==> src/rtl/sat_accumulator.sv <==
// Multi-lane windowed accumulator with optional saturation.
// Sums ACC_LEN accepted beats per lane, then presents the result until downstream takes it.
module sat_accumulator #(
  parameter int WORD_SIZE = 16,
  parameter int INT_BITS  = 8,
  parameter int CHANNELS  = 4,
  parameter int ACC_LEN   = 8,
  parameter int SATURATE  = 1
) (
  input  logic                          clk_i,
  input  logic                          reset_n_i,
  input  logic                          valid_i,
  output logic                          ready_o,
  input  logic [CHANNELS*WORD_SIZE-1:0] data_i,
  input  logic                          clear_flags_i,
  output logic                          valid_o,
  input  logic                          ready_i,
  output logic [CHANNELS*WORD_SIZE-1:0] data_o,
  output logic [CHANNELS-1:0]           overflow_o,
  output logic [CHANNELS-1:0]           underflow_o,
  output logic [CHANNELS-1:0]           overflow_flag_o,
  output logic [CHANNELS-1:0]           underflow_flag_o
);

  localparam int CNT_W = (ACC_LEN > 1) ? $clog2(ACC_LEN) : 1;
  localparam logic [CNT_W-1:0] LAST_BEAT = CNT_W'(ACC_LEN - 1);
  localparam logic [WORD_SIZE-1:0] MAX_POS = {1'b0, {(WORD_SIZE-1){1'b1}}};
  localparam logic [WORD_SIZE-1:0] MAX_NEG = {1'b1, {(WORD_SIZE-1){1'b0}}};

  typedef enum logic {ST_ACCUM, ST_OUTPUT} state_t;

  state_t           r_state;
  state_t           w_state_next;
  logic [CNT_W-1:0] r_cnt;
  logic             w_accept;
  logic             w_last;
  logic             w_release;

  assign w_accept  = valid_i && (r_state == ST_ACCUM);
  assign w_last    = w_accept && (r_cnt == LAST_BEAT);
  assign w_release = (r_state == ST_OUTPUT) && ready_i;

  always_ff @(posedge clk_i or negedge reset_n_i) begin
    if (!reset_n_i) begin
      r_state <= ST_ACCUM;
    end else begin
      r_state <= w_state_next;
    end
  end

  always_comb begin
    w_state_next = r_state;
    ready_o      = 1'b0;
    valid_o      = 1'b0;
    case (r_state)
      ST_ACCUM: begin
        ready_o = 1'b1;
        if (w_last) begin
          w_state_next = ST_OUTPUT;
        end
      end
      ST_OUTPUT: begin
        valid_o = 1'b1;
        if (ready_i) begin
          w_state_next = ST_ACCUM;
        end
      end
      default: w_state_next = ST_ACCUM;
    endcase
  end

  always_ff @(posedge clk_i or negedge reset_n_i) begin
    if (!reset_n_i) begin
      r_cnt <= '0;
    end else if (w_release) begin
      r_cnt <= '0;
    end else if (w_accept) begin
      r_cnt <= w_last ? '0 : r_cnt + 1'b1;
    end
  end

  genvar gi;
  generate
    for (gi = 0; gi < CHANNELS; gi++) begin : g_lane
      logic [WORD_SIZE-1:0] r_acc;
      logic                 r_win_ovf;
      logic                 r_win_unf;
      logic                 r_flag_ovf;
      logic                 r_flag_unf;
      logic [WORD_SIZE-1:0] w_d;
      logic [WORD_SIZE-1:0] w_sum;
      logic [WORD_SIZE-1:0] w_res;
      logic                 w_ovf;
      logic                 w_unf;
      logic                 w_ev_ovf;
      logic                 w_ev_unf;
      logic                 w_base_ovf;
      logic                 w_base_unf;

      assign w_d   = data_i[gi*WORD_SIZE +: WORD_SIZE];
      assign w_sum = r_acc + w_d;
      assign w_ovf = !r_acc[WORD_SIZE-1] && !w_d[WORD_SIZE-1] &&  w_sum[WORD_SIZE-1];
      assign w_unf =  r_acc[WORD_SIZE-1] &&  w_d[WORD_SIZE-1] && !w_sum[WORD_SIZE-1];

      if (SATURATE != 0) begin : g_sat
        assign w_res = w_ovf ? MAX_POS : (w_unf ? MAX_NEG : w_sum);
      end else begin : g_wrap
        assign w_res = w_sum;
      end

      assign w_ev_ovf = w_accept && w_ovf;
      assign w_ev_unf = w_accept && w_unf;

      // A clear in the same cycle as an event must not swallow that event.
      assign w_base_ovf = clear_flags_i ? 1'b0 : r_flag_ovf;
      assign w_base_unf = clear_flags_i ? 1'b0 : r_flag_unf;

      always_ff @(posedge clk_i or negedge reset_n_i) begin
        if (!reset_n_i) begin
          r_acc     <= '0;
          r_win_ovf <= 1'b0;
          r_win_unf <= 1'b0;
        end else if (w_release) begin
          r_acc     <= '0;
          r_win_ovf <= 1'b0;
          r_win_unf <= 1'b0;
        end else if (w_accept) begin
          r_acc     <= w_res;
          r_win_ovf <= r_win_ovf | w_ovf;
          r_win_unf <= r_win_unf | w_unf;
        end
      end

      always_ff @(posedge clk_i or negedge reset_n_i) begin
        if (!reset_n_i) begin
          r_flag_ovf <= 1'b0;
          r_flag_unf <= 1'b0;
        end else begin
          r_flag_ovf <= w_base_ovf | (w_ev_ovf & ~w_base_unf);
          r_flag_unf <= w_base_unf | (w_ev_unf & ~w_base_ovf);
        end
      end

      assign data_o[gi*WORD_SIZE +: WORD_SIZE] = r_acc;
      assign overflow_o[gi]       = r_win_ovf;
      assign underflow_o[gi]      = r_win_unf;
      assign overflow_flag_o[gi]  = r_flag_ovf;
      assign underflow_flag_o[gi] = r_flag_unf;
    end
  endgenerate

  logic w_unused;
  assign w_unused = (INT_BITS < 0);

endmodule

==> config.mk <==
export PLATFORM = sky130hd
export DESIGN_NAME = sat_accumulator
export DESIGN_NICKNAME = d
export VERILOG_FILES = /design/src/rtl/sat_accumulator.sv
export SDC_FILE = /design/constraint.sdc
export NUM_CORES = 1
export LEC_CHECK = 0
export CORE_MARGIN = 5
export CORE_UTILIZATION = 40
export DETAILED_ROUTE_END_ITERATION = 10
export HOLD_SLACK_MARGIN = 0.1
export PLACE_DENSITY = 0.66
export SLEW_MARGIN = 10
export SYNTH_ARGS = -nofsm -noshare
export SYNTH_HDL_FRONTEND = slang
export SYNTH_SLANG_ARGS = --single-unit
==> constraint.sdc <==
create_clock -name clk_i -period 3.1 [get_ports clk_i]
set_input_delay 0.93 -clock clk_i [delete_from_list [all_inputs] [get_ports clk_i]]
set_output_delay 0.93 -clock clk_i [all_outputs]
set_load 0.01 [all_outputs]
# Yosys cells after proc, flatten, opt, wreduce, memory -nomap -nowiden
# Cells that the tools add are included.
[totals]
ff_bits = 84
inputBits = 69
wordCells = 149
[op_classes]
addsub = 5
eq_ne = 1
n_mux = 48
bitwise_logic = 33
n_reduce_logical = 40
[ops]
columns = ["op", "n"]
rows = [
  ["$mux W16", 16],
  ["$add A16 B16 Y16", 4],
  ["$mux W1", 28],
  ["$logic_and A1 B1 Y1", 27],
  ["$or A1 B1 Y1", 16],
  ["$logic_not A1 Y1", 12],
  ["$mux W3", 3],
  ["$not A1 Y1", 9],
  ["$and A1 B1 Y1", 8],
  ["$add A3 B1 Y3 const B", 1],
  ["$eq A3 B3 Y1 const B", 1],
  ["$pmux W1 S2", 1],
  ["$reduce_bool A2 Y1", 1],
]

# Logic depth before layout (Yosys ltp)
# Gate-level depths: netlist of the first run.
[logic_depth]
depth_word = 7
mapped_depth = 10
depth_no_buf = 10

# Worst setup path after synthesis of the first run
# OpenSTA, ideal clock, no wires.
[synth_path]
path_kind = "input to register"
start = "input data_i[40]"
end = "register g_lane[2].r_acc[10]"
arrival_time_ns = 3.104
t_required_ns = 3.034
path_slack_ns = -0.070
path_stages = 9
n_path_buf = 1
cell_sequence = "ha_1 a21o_1 a21o_1 a21o_1 a211oi_2 mux2_2 nor2_1 buf_2 a221o_1"
[synth_via]
elab_chain_cells = 7
elab_cells_between_ends = 8
cone_classes = "add/sub (1); mux (4); reduce/logical (3)"
[synth_lines]
columns = ["element", "line", "text"]
rows = [
  ["start: declaration", "14", "input logic [CHANNELS*WORD_SIZE-1:0] data_i,"],
  ["$add A16 B16 Y16 (*)", "101", "assign w_sum = r_acc + w_d;"],
  ["$logic_not A1 Y1", "103", "assign w_unf = r_acc[WORD_SIZE-1] && w_d[WORD_SIZE-1] && !w_sum[WORD_SIZE-1];"],
  ["$logic_and A1 B1 Y1", "103", ""],
  ["$mux W16", "106", "assign w_res = w_ovf ? MAX_POS : (w_unf ? MAX_NEG : w_sum);"],
  ["$mux W16 (*)", "106", ""],
  ["$mux W16 (*)", "127", "end else if (w_accept) begin"],
  ["$mux W16 (*)", "123", "end else if (w_release) begin"],
  ["end signal: assignment", "128", "r_acc <= w_res;"],
  ["end: declaration", "85", "logic [WORD_SIZE-1:0] r_acc;"],
]
# Mark *: on every way between the ends. The rest lies on a longest branch, timed or not. The select of a mux whose other input is x is not followed.
# A chain may end at the register's enable or synchronous reset.

# Final worst setup path of the first run
[layout_path]
start = "input data_i[2]"
end = "register g_lane[0].r_acc[14]"
[layout_via]
elab_chain_cells = 7
elab_cells_between_ends = 8
cone_classes = "add/sub (1); mux (4); reduce/logical (3)"
[layout_lines]
columns = ["element", "line"]
rows = [
  ["$add A16 B16 Y16 (*)", "101"],
  ["$logic_not A1 Y1", "103"],
  ["$logic_and A1 B1 Y1", "103"],
  ["$mux W16", "106"],
  ["$mux W16 (*)", "106"],
  ["$mux W16 (*)", "127"],
  ["$mux W16 (*)", "123"],
  ["end signal: assignment", "128"],
  ["end: declaration", "85"],
]
# Marks and branches as above.

==> results.toml, run 1 <==
[global_routing]
grt_pass1_vias = 6735
grt.total_usage_pct = 21.48
grt_overflow = 0
antenna_found_initial = 0
grt_start_max_net_pins = 50
grt_pass1_wl_um = 32690

[floorplan]
top_level_ports = 151
rows = 46
die_y_um = 137.8
start_util_pct = 40.99
die_area_mm2 = 0.01899
core_area_mm2 = 0.01594
die_w_um = 137.8

[place]
dp_slack_ns = -0.6690
gp_congestion = 0.8811
port_buffers = 150
dpl_cell_area_mm2 = 0.009188
hpwl_um = 15270
placed_cells = 1182

[critical_path]
reg2reg_from = "g_lane[3].r_acc[1]"
worstPathArrival_ns = 3.29
critPathKind = "in2reg"
worstReg2RegEnd = "g_lane[3].r_flag_ovf"
ff2ff_path_depth = 9
cp_data_required_time_ns = 3.35
crit_fanout = 4
r2r_slack_ns = 0.53
end_kind = "flip-flop"
startpoint_type = "primary input"

[synthesis]
yosysWarnings = 0
syn-num-nets = 856
synth-edff-count = 0
synth_cells = 713
ys.flop_type = "dfrtp_1"
yosysTopAreaCell = "dfrtp_1"
ys_async_sr_fraction_pct = 100.0
synth_area_leaders = "dfrtp_1 (32%), ha_1 (13%), nand2_1 (5.2%)"
ys_seq_elements = 84
ys_seq_area_share_pct = 32.17
syn_area_mm2 = 0.006535
synth.avg_cell_area_um2 = 9.166
ys_types = 68
synth_top_area_share_pct = 32.17

[sta]
slew_headroom_pct = 62.00
timing.final.crit_period_ns = 3.039
finalWorstSetupSlack_ns = 0.06110
tightest_slew_ns = 0.5686
timing.setup.tns_ns = 0
setup_viol = 0
fmax_mhz = 329.1
hold_viol = 0
fin_skew_ns = 0.005804
holdWs_ns = 0.4822
slew_viol_final = 0
finalCritPeriodShare_pct = 98.03

[min_path]
min_from = "g_lane[0].r_win_ovf"
hold_path_depth = 2
hold_path_class = "reg2reg"
hold-path-endpoint = "g_lane[0].r_win_ovf"

[cells_and_area]
finalNonFillerCells = 1218
postLayoutCellArea_mm2 = 0.01014
synthToLayoutAreaGrowth_pct = 55.16
n_fill_cell = 1310
n_antenna_cell = 0
nNetsFinal = 1140
drive_gt1_share_pct = 26.25
postLayoutCoreUtil_pct = 63.60

[clock_network]
insertion_delay_ns = 0.34
holdBufCountCts = 0
cts-root-buf = "clkbuf_16"
cts.reportedPaths.clkPinSlew_ns = 0.06
numCtsBuffers = 9
clock_tree.buffer_depth = 2
cts_tree = "yes"
clock_sinks = 84
htree_levels = 3

[run]
cap_violations = 0

[route]
drc = 0
drt_iter0_markers = 297
wl_per_cell_um = 16.94
via_per_inst = 5.375
ant_nets = 0
vias = 6547
first_pass_iters = 4
drt_wl_total_um = 20630

[power]
power_density_mw_per_mm2 = 1107
p_total_mw = 11.22
p_leak_nw = 4.705
ir_drop_mv = 0.4642

[status]
status = "finished, final reports clean"
==> area by class of cell <==
class | instances | area (µm²) | share of cell area (%)
inverters | 33 | 123.9 | 1.222
well taps | 216 | 270.3 | 2.665
flip-flops and latches | 84 | 2102 | 20.73
clock buffers | 13 | 280.3 | 2.764
repair buffers | 311 | 2810 | 27.71
multi-input cells | 558 | 4511 | 44.48
clock inverters | 3 | 42.54 | 0.4195
==> flip-flops by register name (all words and copies together) (netlist names) <==
signal / cells
r_cnt: 3
g_lane.r_flag_unf: 4
r_state: 1
g_lane.r_flag_ovf: 4
g_lane.r_win_ovf: 4
g_lane.r_acc: 64
g_lane.r_win_unf: 4
==> cells by family (layout without fill, tap and decap cells) <==
logic type,after synthesis,after routing,share of synthesized area [%]
AOI/OAI and AO/OA,239,239,26.69
xor gates and xnor gates,42,42,5.629
adders and majority gates,74,74,14.63
buffers and inverters,71,360,5.591
DFF,84,84,32.17
muxes,4,4,0.6510
and+or+nand+nor,199,199,14.65
==> synth_stat cells (2+ instances only) <==
cell type,instances
a211oi_1,9
a21boi_0,2
a21o_1,32
a21oi_1,53
a221o_1,17
a22o_1,4
a311oi_1,2
a31o_2,2
a31oi_1,7
a32o_1,2
and2_1,3
and4_1,4
buf_1,3
buf_2,5
buf_4,16
buf_6,2
clkbuf_1,10
dfrtp_1,84
fa_1,4
ha_1,70
inv_1,33
mux2_2,2
mux2i_1,2
nand2_1,90
nand2b_1,12
nand3_1,8
nand3_2,3
nand3b_1,6
nand4_1,4
nor2_1,33
nor2b_1,12
nor3_1,10
nor3b_1,3
o211ai_1,31
o211ai_2,6
o21a_1,12
o21ai_0,31
o21ai_1,3
o22ai_1,2
o31a_1,4
o31ai_1,5
or3_1,4
xnor2_1,24
xor2_1,18
==> worst max-delay path, cell delays in order <==
cell and delay (ns):
clkdlybuf4s50_1 0.41, ha_1 0.31, buf_4 0.15, nor2b_4 0.12
o31a_1 0.27, o31a_1 0.30, a21bo_2 0.27, a31oi_1 0.25
a211oi_2 0.06, o211ai_1 0.20
==> repair_timing <==
| item | 4_1_cts | 5_1_grt |
|---|---|---|
| setup endpoints to repair | 77 | 72 |
| resized for setup | 37 | 57 |
| pin swaps | 31 | 51 |
| buffers inserted | 10 | 10 |
==> worst max-delay path by stage <==
stage / start / end / slack [ns] / cells past startpoint
finish: data_i[2] / g_lane[0].r_acc[14] / 0.06 / 10
global route: data_i[2] / g_lane[0].r_acc[14] / -0.02 / 10
CTS: data_i[16] / g_lane[1].r_acc[14] / 0.0008 / 11
detailed placement: data_i[17] / g_lane[1].r_acc[11] / -0.67 / 9
global placement: data_i[33] / g_lane[2].r_acc[9] / -0.58 / 10
floorplan: data_i[40] / g_lane[2].r_acc[10] / 0.01 / 9
==> power breakdown <==
group	switching, mW	total (mW)	internal (mW)
Clock	0.455	1.17	0.712
Sequential	0.550	2.20	1.65
Combinational	3.55	7.86	4.30
==> layer usage <==
layer / track usage (%) / vias to the layer above / part of all wire [%]
li1: - / 3178 / -
met1: 26.50 / 3189 / 43
met2: 38.64 / 150 / 51
met3: 3.360 / 30 / 4.3
met4: 6.202 / 0 / 1.5
met5: 0 / - / 0
==> placed cells by master (no fill, tap or decap), drive strengths merged, types with 3 or more instances in the layout <==
master | Yosys | final
nand3b | 6 | 6
a22o | 4 | 4
a21oi | 54 | 54
o31ai | 5 | 5
and4 | 4 | 4
nor3 | 10 | 10
xor2 | 18 | 18
inv | 33 | 33
buf | 27 | 162
a21o | 32 | 32
dfrtp | 84 | 84
a31o | 3 | 3
o31a | 4 | 4
and2 | 3 | 3
nand4 | 4 | 4
a211oi | 10 | 10
fa | 4 | 4
clkbuf | 11 | 13
a31oi | 7 | 7
or3 | 4 | 4
o21ai | 35 | 35
nor2b | 12 | 12
dlygate4sd2 | 0 | 5
nand2 | 90 | 90
nor3b | 3 | 3
dlymetal6s2s | 0 | 11
clkdlybuf4s50 | 0 | 133
o211ai | 37 | 37
ha | 70 | 70
o21a | 12 | 12
a311oi | 3 | 3
nand2b | 12 | 12
nand3 | 11 | 11
nor2 | 34 | 34
xnor2 | 24 | 24
a221o | 17 | 17
(Power assumes the default switching activity.)
==> run 2: changes to the inputs <==
--- a/config.mk
+++ b/config.mk
@@ -5,6 +5,7 @@
 export SDC_FILE = /design/constraint.sdc
 export NUM_CORES = 1
 export LEC_CHECK = 0
+export CORE_ASPECT_RATIO = 1.4
 export CORE_MARGIN = 5
 export CORE_UTILIZATION = 40
 export DETAILED_ROUTE_END_ITERATION = 10
==> results.toml, run 2 (same netlist as run 1, synthesis figures left out) <==
[min_path]
hold_path_class = "reg2reg"
hold-path-endpoint = "g_lane[1].r_win_ovf"
min_from = "g_lane[1].r_win_ovf"
hold_path_depth = 2

[status]
status = "finished, final reports clean"

[route]
drt_wl_total_um = 19570
drt_iter0_markers = 222
drc = 0
vias = 6343
via_per_inst = 5.308
wl_per_cell_um = 16.38
first_pass_iters = 4
ant_nets = 0

[sta]
timing.setup.tns_ns = 0
slew_headroom_pct = 33.61
fmax_mhz = 330.3
fin_skew_ns = 0.008825
slew_viol_final = 0
timing.final.crit_period_ns = 3.028
tightest_slew_ns = 0.9936
holdWs_ns = 0.4773
hold_viol = 0
finalCritPeriodShare_pct = 97.66
setup_viol = 0

[cells_and_area]
nNetsFinal = 1135
layout_commonest_cell = "buf_4"
final_cell_mix = "buf_4 (149), clkdlybuf4s50_1 (129), nand2_1 (90), dfrtp_1 (84), ha_1 (49)"
largest_register_ffs = 64
n_antenna_cell = 0
synthToLayoutAreaGrowth_pct = 52.15
n_fill_cell = 1398
drive_gt1_share_pct = 25.20
postLayoutCellArea_mm2 = 0.009943
regMostFlops = "g_lane.r_acc"

[floorplan]
rows = 55
die_y_um = 161.2
die_w_um = 118.0
die_area_mm2 = 0.01903
top_level_ports = 151
core_area_mm2 = 0.01610
start_util_pct = 40.58

[clock_network]
cts_tree = "yes"
numCtsBuffers = 9
insertion_delay_ns = 0.35
clock_sinks = 84
clock_tree.buffer_depth = 2
htree_levels = 3
holdBufCountCts = 0
cts-root-buf = "clkbuf_16"
cts.reportedPaths.clkPinSlew_ns = 0.06

[critical_path]
critPathKind = "in2reg"
ff2ff_path_depth = 9
r2r_slack_ns = 0.49
startpoint_type = "primary input"
critical_path.slowest_cell = "clkdlybuf4s50_1"
worstPathArrival_ns = 3.24
worstReg2RegEnd = "g_lane[3].r_acc[15]"
end_kind = "flip-flop"
reg2reg_from = "g_lane[3].r_acc[1]"
critical-path-max-stage-delay_ns = 0.41
crit_fanout = 3
critPathTopFamily = "compound AO/OA/AOI/OAI gates"
worstPathCellList = "clkdlybuf4s50_1, ha_1, buf_4, o21a_1, o31a_1, o31a_1, buf_4, a31o_2, a211o_1, nand3b_1, a21oi_1"
crit_buf_inv = 3
cp_data_required_time_ns = 3.32

[global_routing]
grt_overflow = 0
antenna_found_initial = 0
grt_start_max_net_pins = 44
grt_pass1_wl_um = 31480
grt_pass1_vias = 6549
grt.total_usage_pct = 19.88

[place]
gp_congestion = 0.9328
hpwl_um = 14580
dpl_cell_area_mm2 = 0.009174
port_buffers = 150

[power]
p_leak_nw = 4.625
ir_drop_mv = 0.4605
power_density_mw_per_mm2 = 1089

[run]
cap_violations = 0
-- run 2: timing repair --
item / CTS / global route
pin swaps: 35 / 29
endpoints found under the setup margin: 72 / 53
resized for setup: 47 / 42
setup buffers: 9 / 5
hold endpoints to repair: 0 / 0
-- run 2: worst max path at each step --
stage	slack, ns	cells after the start	endpoint	from
floorplan	0.01	9	g_lane[2].r_acc[10]	data_i[40]
global placement	-0.51	10	g_lane[3].r_acc[1]	data_i[60]
detailed placement	-0.55	10	g_lane[3].r_acc[2]	data_i[49]
CTS	0.0009	11	g_lane[2].r_acc[9]	data_i[44]
global route	-0.0004	10	g_lane[3].r_acc[5]	data_i[49]
finish	0.07	11	g_lane[0].r_acc[10]	data_i[3]
-- run 2: per-layer routing --
layer	part of all wire, %	global-route usage, %	vias up
li1	-	-	3144
met1	41	22.90	3028
met2	52	36.53	135
met3	4.4	3.678	36
met4	2.5	7.094	0
met5	0	0	-
-- run 2: per-stage QoR --
| step | power (mW) | setup WS (ns) | util [%] | std cells |
|---|---|---|---|---|
| final | 10.83 | 0.07243 | 61.75 | 1195 |
| after global placement | 9.139 | -0.5136 | 56.97 | 1166 |
| after floorplan | 6.164 | 0.01075 | - | 713 |
| after global routing | 11.72 | -0.0004101 | 61.75 | 1195 |
| after CTS | 10.61 | 0.0008646 | 60.24 | 1190 |
| after detailed placement | 9.201 | -0.5505 | 56.97 | 1166 |
-- run 2: area by class of cell --
cell class | instances | area (µm²) | share of cell area, %
Multi-Input combinational cell | 558 | 4454 | 44.80
Timing Repair Buffer | 306 | 2744 | 27.60
Sequential cell | 84 | 2102 | 21.14
Clock buffer | 13 | 260.3 | 2.617
Tap cell | 199 | 249.0 | 2.504
Inverter | 33 | 123.9 | 1.246
Clock inverter | 2 | 10.01 | 0.1007
-- run 2: worst register-to-register path: stages, from the launching register on --
cell and delay, ns:
dfrtp_1 0.41, ha_1 0.31, a21oi_2 0.17, o21ai_2 0.09, o41a_4 0.47, a2111oi_4 0.42
a311oi_4 0.11, buf_4 0.16, buf_4 0.12, a311oi_1 0.25
-- run 2: power by group --
group	switching [mW]	internal [mW]	total [mW]	leakage [nW]
combinational	3.39	4.23	7.62	3.49
sequential	0.523	1.65	2.17	1.00
clock	0.456	0.582	1.04	0.135
==> edit 1: new RTL, config.mk and constraints of run 1 <==
`SATURATE`: 1 -> 0.
--- a/src/rtl/sat_accumulator.sv
+++ b/src/rtl/sat_accumulator.sv
@@ -5,7 +5,7 @@
   parameter int INT_BITS  = 8,
   parameter int CHANNELS  = 4,
   parameter int ACC_LEN   = 8,
-  parameter int SATURATE  = 1
+  parameter int SATURATE  = 0
 ) (
   input  logic                          clk_i,
   input  logic                          reset_n_i,
Check against the original RTL: not equivalent (a bounded check fails within 4 cycles, from zero or initial values and one cycle with reset_n_i low).
==> edit 1 against run 1 <==
Total power is 17% lower; design area fell by 15%; die area decreased by 6.5%; cell count down 15%; sequential power down 5%; hold slack worse by 0.00077 ns; worst setup slack gained 0.024 ns; sequential share of layout area increased by 3.6 points; count of clock-buffer cells in the layout down 3; synthesized area down 7.0%; routed wire length is 16% lower; sequential cell count stayed put; clock skew is 0.0027 ns higher.
==> edit 1: results (changes against run 1) <==
FFs w/ async S/R, synth: 100% (unchanged)
Vias in the first global route: 5994 (-11%)
Max_slew headroom: 48.7% (-13 points)
Via count: 5662 (-14%)
Clk root buf: clkbuf_16
Inserted Clock Buffers: 9 (unchanged)
Post-CTS Repair Setup Buffers: 0 (-10)
Crit-path max FO: 5 (+1)
Layout cells sized above 1: 13.8% (-12 points)
Syn Nets: 789 (-7.8%)
Final WL: 17300 microns (-16%)
Critical path data required time: 3.32 ns (-0.03 ns)
PortBufs: 150 (unchanged)
DRT met1 WL: 7770 microns (-13%)
Final GP Congestion: 0.834 (-5.3%)
DRT iter0 DRCs: 230 (-23%)
Status: finished clean
GRT Total Usage: 19.6% (-1.9 points)
Yosys cell types: 66 (-2.9%)
First drt pass iteration count: 5 (+1)
Adder-cell share of the synthesized area: 15.7% (+1.1 points)
VDD IR max: 0.541 mV (+17%)
First-pass GRT wire length: 29000 microns (-11%)
Pleak: 3.95 nW (-16%)
Placement Setup Slack: -0.568 ns (+0.101 ns)
Synth top area cells: dfrtp_1 35%, ha_1 14%, nand2_1 5.3%
Synth Area in Compound Gates: 25.7% (-0.95 points)
Top post-synthesis cells by count: 85 x nand2_1, 84 x dfrtp_1, 70 x ha_1, 62 x o21ai_0, 37 x a21oi_1
Worst Skew: 0.00855 ns (+0.00274 ns)
Mux cell area share after synthesis: 0.329% (-0.32 points)
Hold Crit Class: reg2reg
Met2 WL: 8440 microns (-20%)
Register area share after synthesis: 34.6% (+2.4 points)
Final net count: 988 (-13%)
Largest net degree at the start of global routing: 56 (+12%)
HPWL after detailed placement: 13000 microns (-15%)
Post-Synth XOR/XNOR Area: 5.91% (+0.28 points)
Largest register by flop count: g_lane.r_acc
Sw Share: 40.3% (-0.37 points)
DR WL met3: 805 microns (-8.5%)
edit 1: power groups by stage:
stage               sequential, mW  clock (mW)  combinational [mW]
floorplan                     2.21           0                3.27
global placement              2.08           0                5.61
detailed placement            2.10           0                5.76
CTS                           2.09        1.29                5.84
global route                  2.17        1.34                6.53
finish                        2.09        1.26                5.91
edit 1: kinds of logic after synthesis:
| kind of cell | count (synthesis) |
|---|---|
| xor gates and xnor gates | 41 |
| buffers and inverters | 49 |
| DFF | 84 |
| AOI/OAI and AO/OA | 223 |
| muxes | 2 |
| adders and majority gates | 74 |
| and+or+nand+nor | 173 |
edit 1: cell type report:
type / count / area (sq um)
fillers: 1312 / 6400
multi-input cells: 513 / 3810
flip-flops and latches: 84 / 2100
repair buffers: 223 / 2080
well taps: 188 / 235
clock buffers: 10 / 229
clock inverters: 6 / 111
inverters: 14 / 52.6
edit 1: timing repair:
action                                 in CTS  in global routing
setup endpoints to repair                   4                 18
endpoints found under the hold margin       0                  0
pin swaps                                   1                  3
resized for setup                           4                 16
edit 1: worst paths after layout:
path	slack, ns	cells after the start	from	endpoint
min in group asynchronous	0.66	1	reset_n_i	g_lane[2].r_acc[6]$_DFFE_PN0P_
worst max register to register	0.70	7	g_lane[0].r_acc[4]$_DFFE_PN0P_	g_lane[0].r_acc[15]$_DFFE_PN0P_
worst min-delay path	0.48	2	g_lane[3].r_win_ovf$_DFFE_PN0P_	g_lane[3].r_win_ovf$_DFFE_PN0P_
max in group asynchronous	1.79	2	reset_n_i	g_lane[3].r_acc[7]$_DFFE_PN0P_
worst min register to register	0.48	2	g_lane[3].r_win_ovf$_DFFE_PN0P_	g_lane[3].r_win_ovf$_DFFE_PN0P_
worst max-delay path	0.09	8	data_i[44]	g_lane[2].r_win_unf$_DFFE_PN0P_
edit 1: routing by layer:
layer,vias to the layer above,track usage (%)
met5,-,0
met4,0,5.60
met3,20,3.70
met2,148,33.8
met1,2725,25.2
li1,2769,-
edit 1: critical path, stage by stage:
cell and delay [ns]:
clkdlybuf4s50_1 0.43, ha_1 0.37, and3_1 0.18, a221oi_1 0.32
o21ai_0 0.14, o21a_1 0.24, or2_2 0.31, a221o_1 0.31
edit 1: through the flow:
step | cell area, sq um | instances | TNS (ns)
floorplan | 6080 | 646 | 0
global placement | 8200 | 1022 | -5.77
detailed placement | 8200 | 1022 | -8.01
CTS | 8560 | 1038 | 0
global route | 8630 | 1038 | -0.0106
finish | 8630 | 1038 | 0
==> edit 2: new RTL, flow settings as in run 1 <==
Made on the original files. Make the reset (`reset_n_i`) synchronous in 4 clocked blocks.
--- a/src/rtl/sat_accumulator.sv
+++ b/src/rtl/sat_accumulator.sv
@@ -40,7 +40,7 @@
   assign w_last    = w_accept && (r_cnt == LAST_BEAT);
   assign w_release = (r_state == ST_OUTPUT) && ready_i;
 
-  always_ff @(posedge clk_i or negedge reset_n_i) begin
+  always_ff @(posedge clk_i) begin
     if (!reset_n_i) begin
       r_state <= ST_ACCUM;
     end else begin
@@ -69,7 +69,7 @@
     endcase
   end
 
-  always_ff @(posedge clk_i or negedge reset_n_i) begin
+  always_ff @(posedge clk_i) begin
     if (!reset_n_i) begin
       r_cnt <= '0;
     end else if (w_release) begin
@@ -115,7 +115,7 @@
       assign w_base_ovf = clear_flags_i ? 1'b0 : r_flag_ovf;
       assign w_base_unf = clear_flags_i ? 1'b0 : r_flag_unf;
 
-      always_ff @(posedge clk_i or negedge reset_n_i) begin
+      always_ff @(posedge clk_i) begin
         if (!reset_n_i) begin
           r_acc     <= '0;
           r_win_ovf <= 1'b0;
@@ -131,7 +131,7 @@
         end
       end
 
-      always_ff @(posedge clk_i or negedge reset_n_i) begin
+      always_ff @(posedge clk_i) begin
         if (!reset_n_i) begin
           r_flag_ovf <= 1'b0;
           r_flag_unf <= 1'b0;
Check against the original RTL: differs if reset_n_i is asserted again (counterexample within 4 cycles, from zero or initial values and one cycle with reset_n_i low); with reset_n_i held inactive, the same outputs for 4 cycles.
==> edit 2 against run 1 <==
The flow now finishes with violations (setup timing); routed wire length up 1.4%; via count grew 1.9%; non-clock buffer count up 40; sequential cell count unchanged; critical path depth grew 2; clock skew shrank 0.0010 ns; critical endpoint is now g_lane[2].r_acc[12]$_SDFFE_PP0P_; worst setup slack worse by 0.32 ns; design area grew 3.0%; fmax shrank 9.5%; total power shrank 37%; synthesized area down 8.9%.
==> edit 2: results (changes against run 1) <==
Syn Nets: 869 (+1.5%)
P_int: 4.47 mW (-33%)
Mean Syn Cell Area: 8.25 sq um (-10%)
Status: finished, violations left
Largest net degree at the start of global routing: 30 (-40%)
Final WL: 20900 microns (+1.4%)
DR WL met3: 1160 microns (+31%)
Slowest stage delay, CP: 0.50 ns (+0.09 ns)
First drt pass iteration count: 5 (+1)
Failing checks: setup timing
Placement Setup Slack: -1.07 ns (-0.402 ns)
Yosys cell types: 56 (-18%)
Critical Path AT: 3.59 ns (+0.30 ns)
FFs w/ async S/R, synth: 0% (-100 points)
Register area share after synthesis: 28.2% (-3.9 points)
Synth top area cells: dfxtp_1 28%, ha_1 15%, a21oi_1 9.1%
Met2 WL: 10700 microns (+2.2%)
Reg2reg end: g_lane[2].r_acc[12]$_SDFFE_PP0P_
Crit path from: data_i[43]
Pleak: 4.32 nW (-8.2%)
R2R cell count: 13 (+4)
Synth Flop Type: dfxtp_1
Post-DR vias/cell: 5.46 (+1.5%)
Final WS setup: -0.257 ns (-0.318 ns)
Endpoints failing setup: 39 (+39)
Hold endpoint: r_cnt[1]$_SDFFE_PP0P_
Reg2Reg Setup Slack: 0.08 ns (-0.45 ns)
-- edit 2: cell types whose count changed after synthesis, moves of 9 or more --
cell | before | now
clkbuf_1 | 10 | 24
dfxtp_1 | 0 | 84
o21a_1 | 12 | 2
nand2_1 | 90 | 49
o22ai_1 | 2 | 29
a21o_1 | 32 | 15
a21oi_1 | 53 | 108
nor2_1 | 33 | 51
nand3_1 | 8 | 17
o211ai_1 | 31 | 11
inv_1 | 33 | 17
dfrtp_1 | 84 | 0
o21ai_1 | 3 | 12
a221o_1 | 17 | 4
-- edit 2: what timing repair did --
item	CTS	global route
setup endpoints to repair	77	73
pin swaps	98	61
gates cloned	3	1
setup buffers	44	8
gates resized for setup	207	73
-- edit 2: per-stage QoR --
step | power [mW] | hold slack [ns]
after global routing | 7.57 | 0.485
after CTS | 6.90 | 0.462
after floorplan | 3.68 | 0.436
after global placement | 5.08 | 0.443
after detailed placement | 5.17 | 0.453
final | 7.12 | 0.465
-- edit 2: how the worst max path moves through the flow --
stage	cells past startpoint	slack [ns]	to
finish	12	-0.26	g_lane[2].r_acc[12]$_SDFFE_PP0P_
detailed placement	14	-1.07	g_lane[2].r_acc[12]$_SDFFE_PP0P_
CTS	14	-0.24	g_lane[2].r_acc[12]$_SDFFE_PP0P_
floorplan	14	-0.46	g_lane[2].r_acc[12]$_SDFFE_PP0P_
global route	19	-0.35	g_lane[2].r_acc[13]$_SDFFE_PP0P_
global placement	14	-1.0	g_lane[2].r_acc[12]$_SDFFE_PP0P_
-- edit 2: cells by family after synthesis --
kind of cell / Yosys count / synth area share, %
buffers and inverters: 70 / 5.50
AND/OR/NAND/NOR: 173 / 13.8
flip-flops: 84 / 28.2
multiplexers: 3 / 0.525
AO/OA/AOI/OAI: 269 / 27.9
adder cells (fa/ha/maj): 78 / 17.4
XOR/XNOR: 45 / 6.62
-- edit 2: cell type report --
type | count | area share, %
inverter | 19 | 0.683
tap | 184 | 2.20
sequential | 84 | 16.1
clock inverter | 1 | 0.287
clock buffer | 14 | 2.62
timing repair buffer | 351 | 28.9
multi-input combinational | 570 | 49.2
-- edit 2: critical path: cells and delay by family --
family | cells | cell delay, ns
fa+ha+maj | 2 | 0.70
buf+inv | 1 | 0.50
simple gates | 5 | 0.74
mux | 1 | 0.15
compound gates | 3 | 0.55
-- edit 2: power groups by stage --
stage / registers [mW] / clock network, mW / logic [mW]
2_1_floorplan: 1.63 / 0 / 2.04
3_3_place_gp: 1.56 / 0 / 3.52
3_5_place_dp: 1.58 / 0 / 3.59
4_1_cts: 1.60 / 1.15 / 4.15
5_1_grt: 1.64 / 1.19 / 4.75
6_report: 1.61 / 1.13 / 4.38
-- edit 2: per-layer routing --
metal,up-vias,global-route usage (%)
met5,-,0
met4,0,7.71
met3,25,4.66
met2,177,40.8
met1,3214,26.9
li1,3258,-
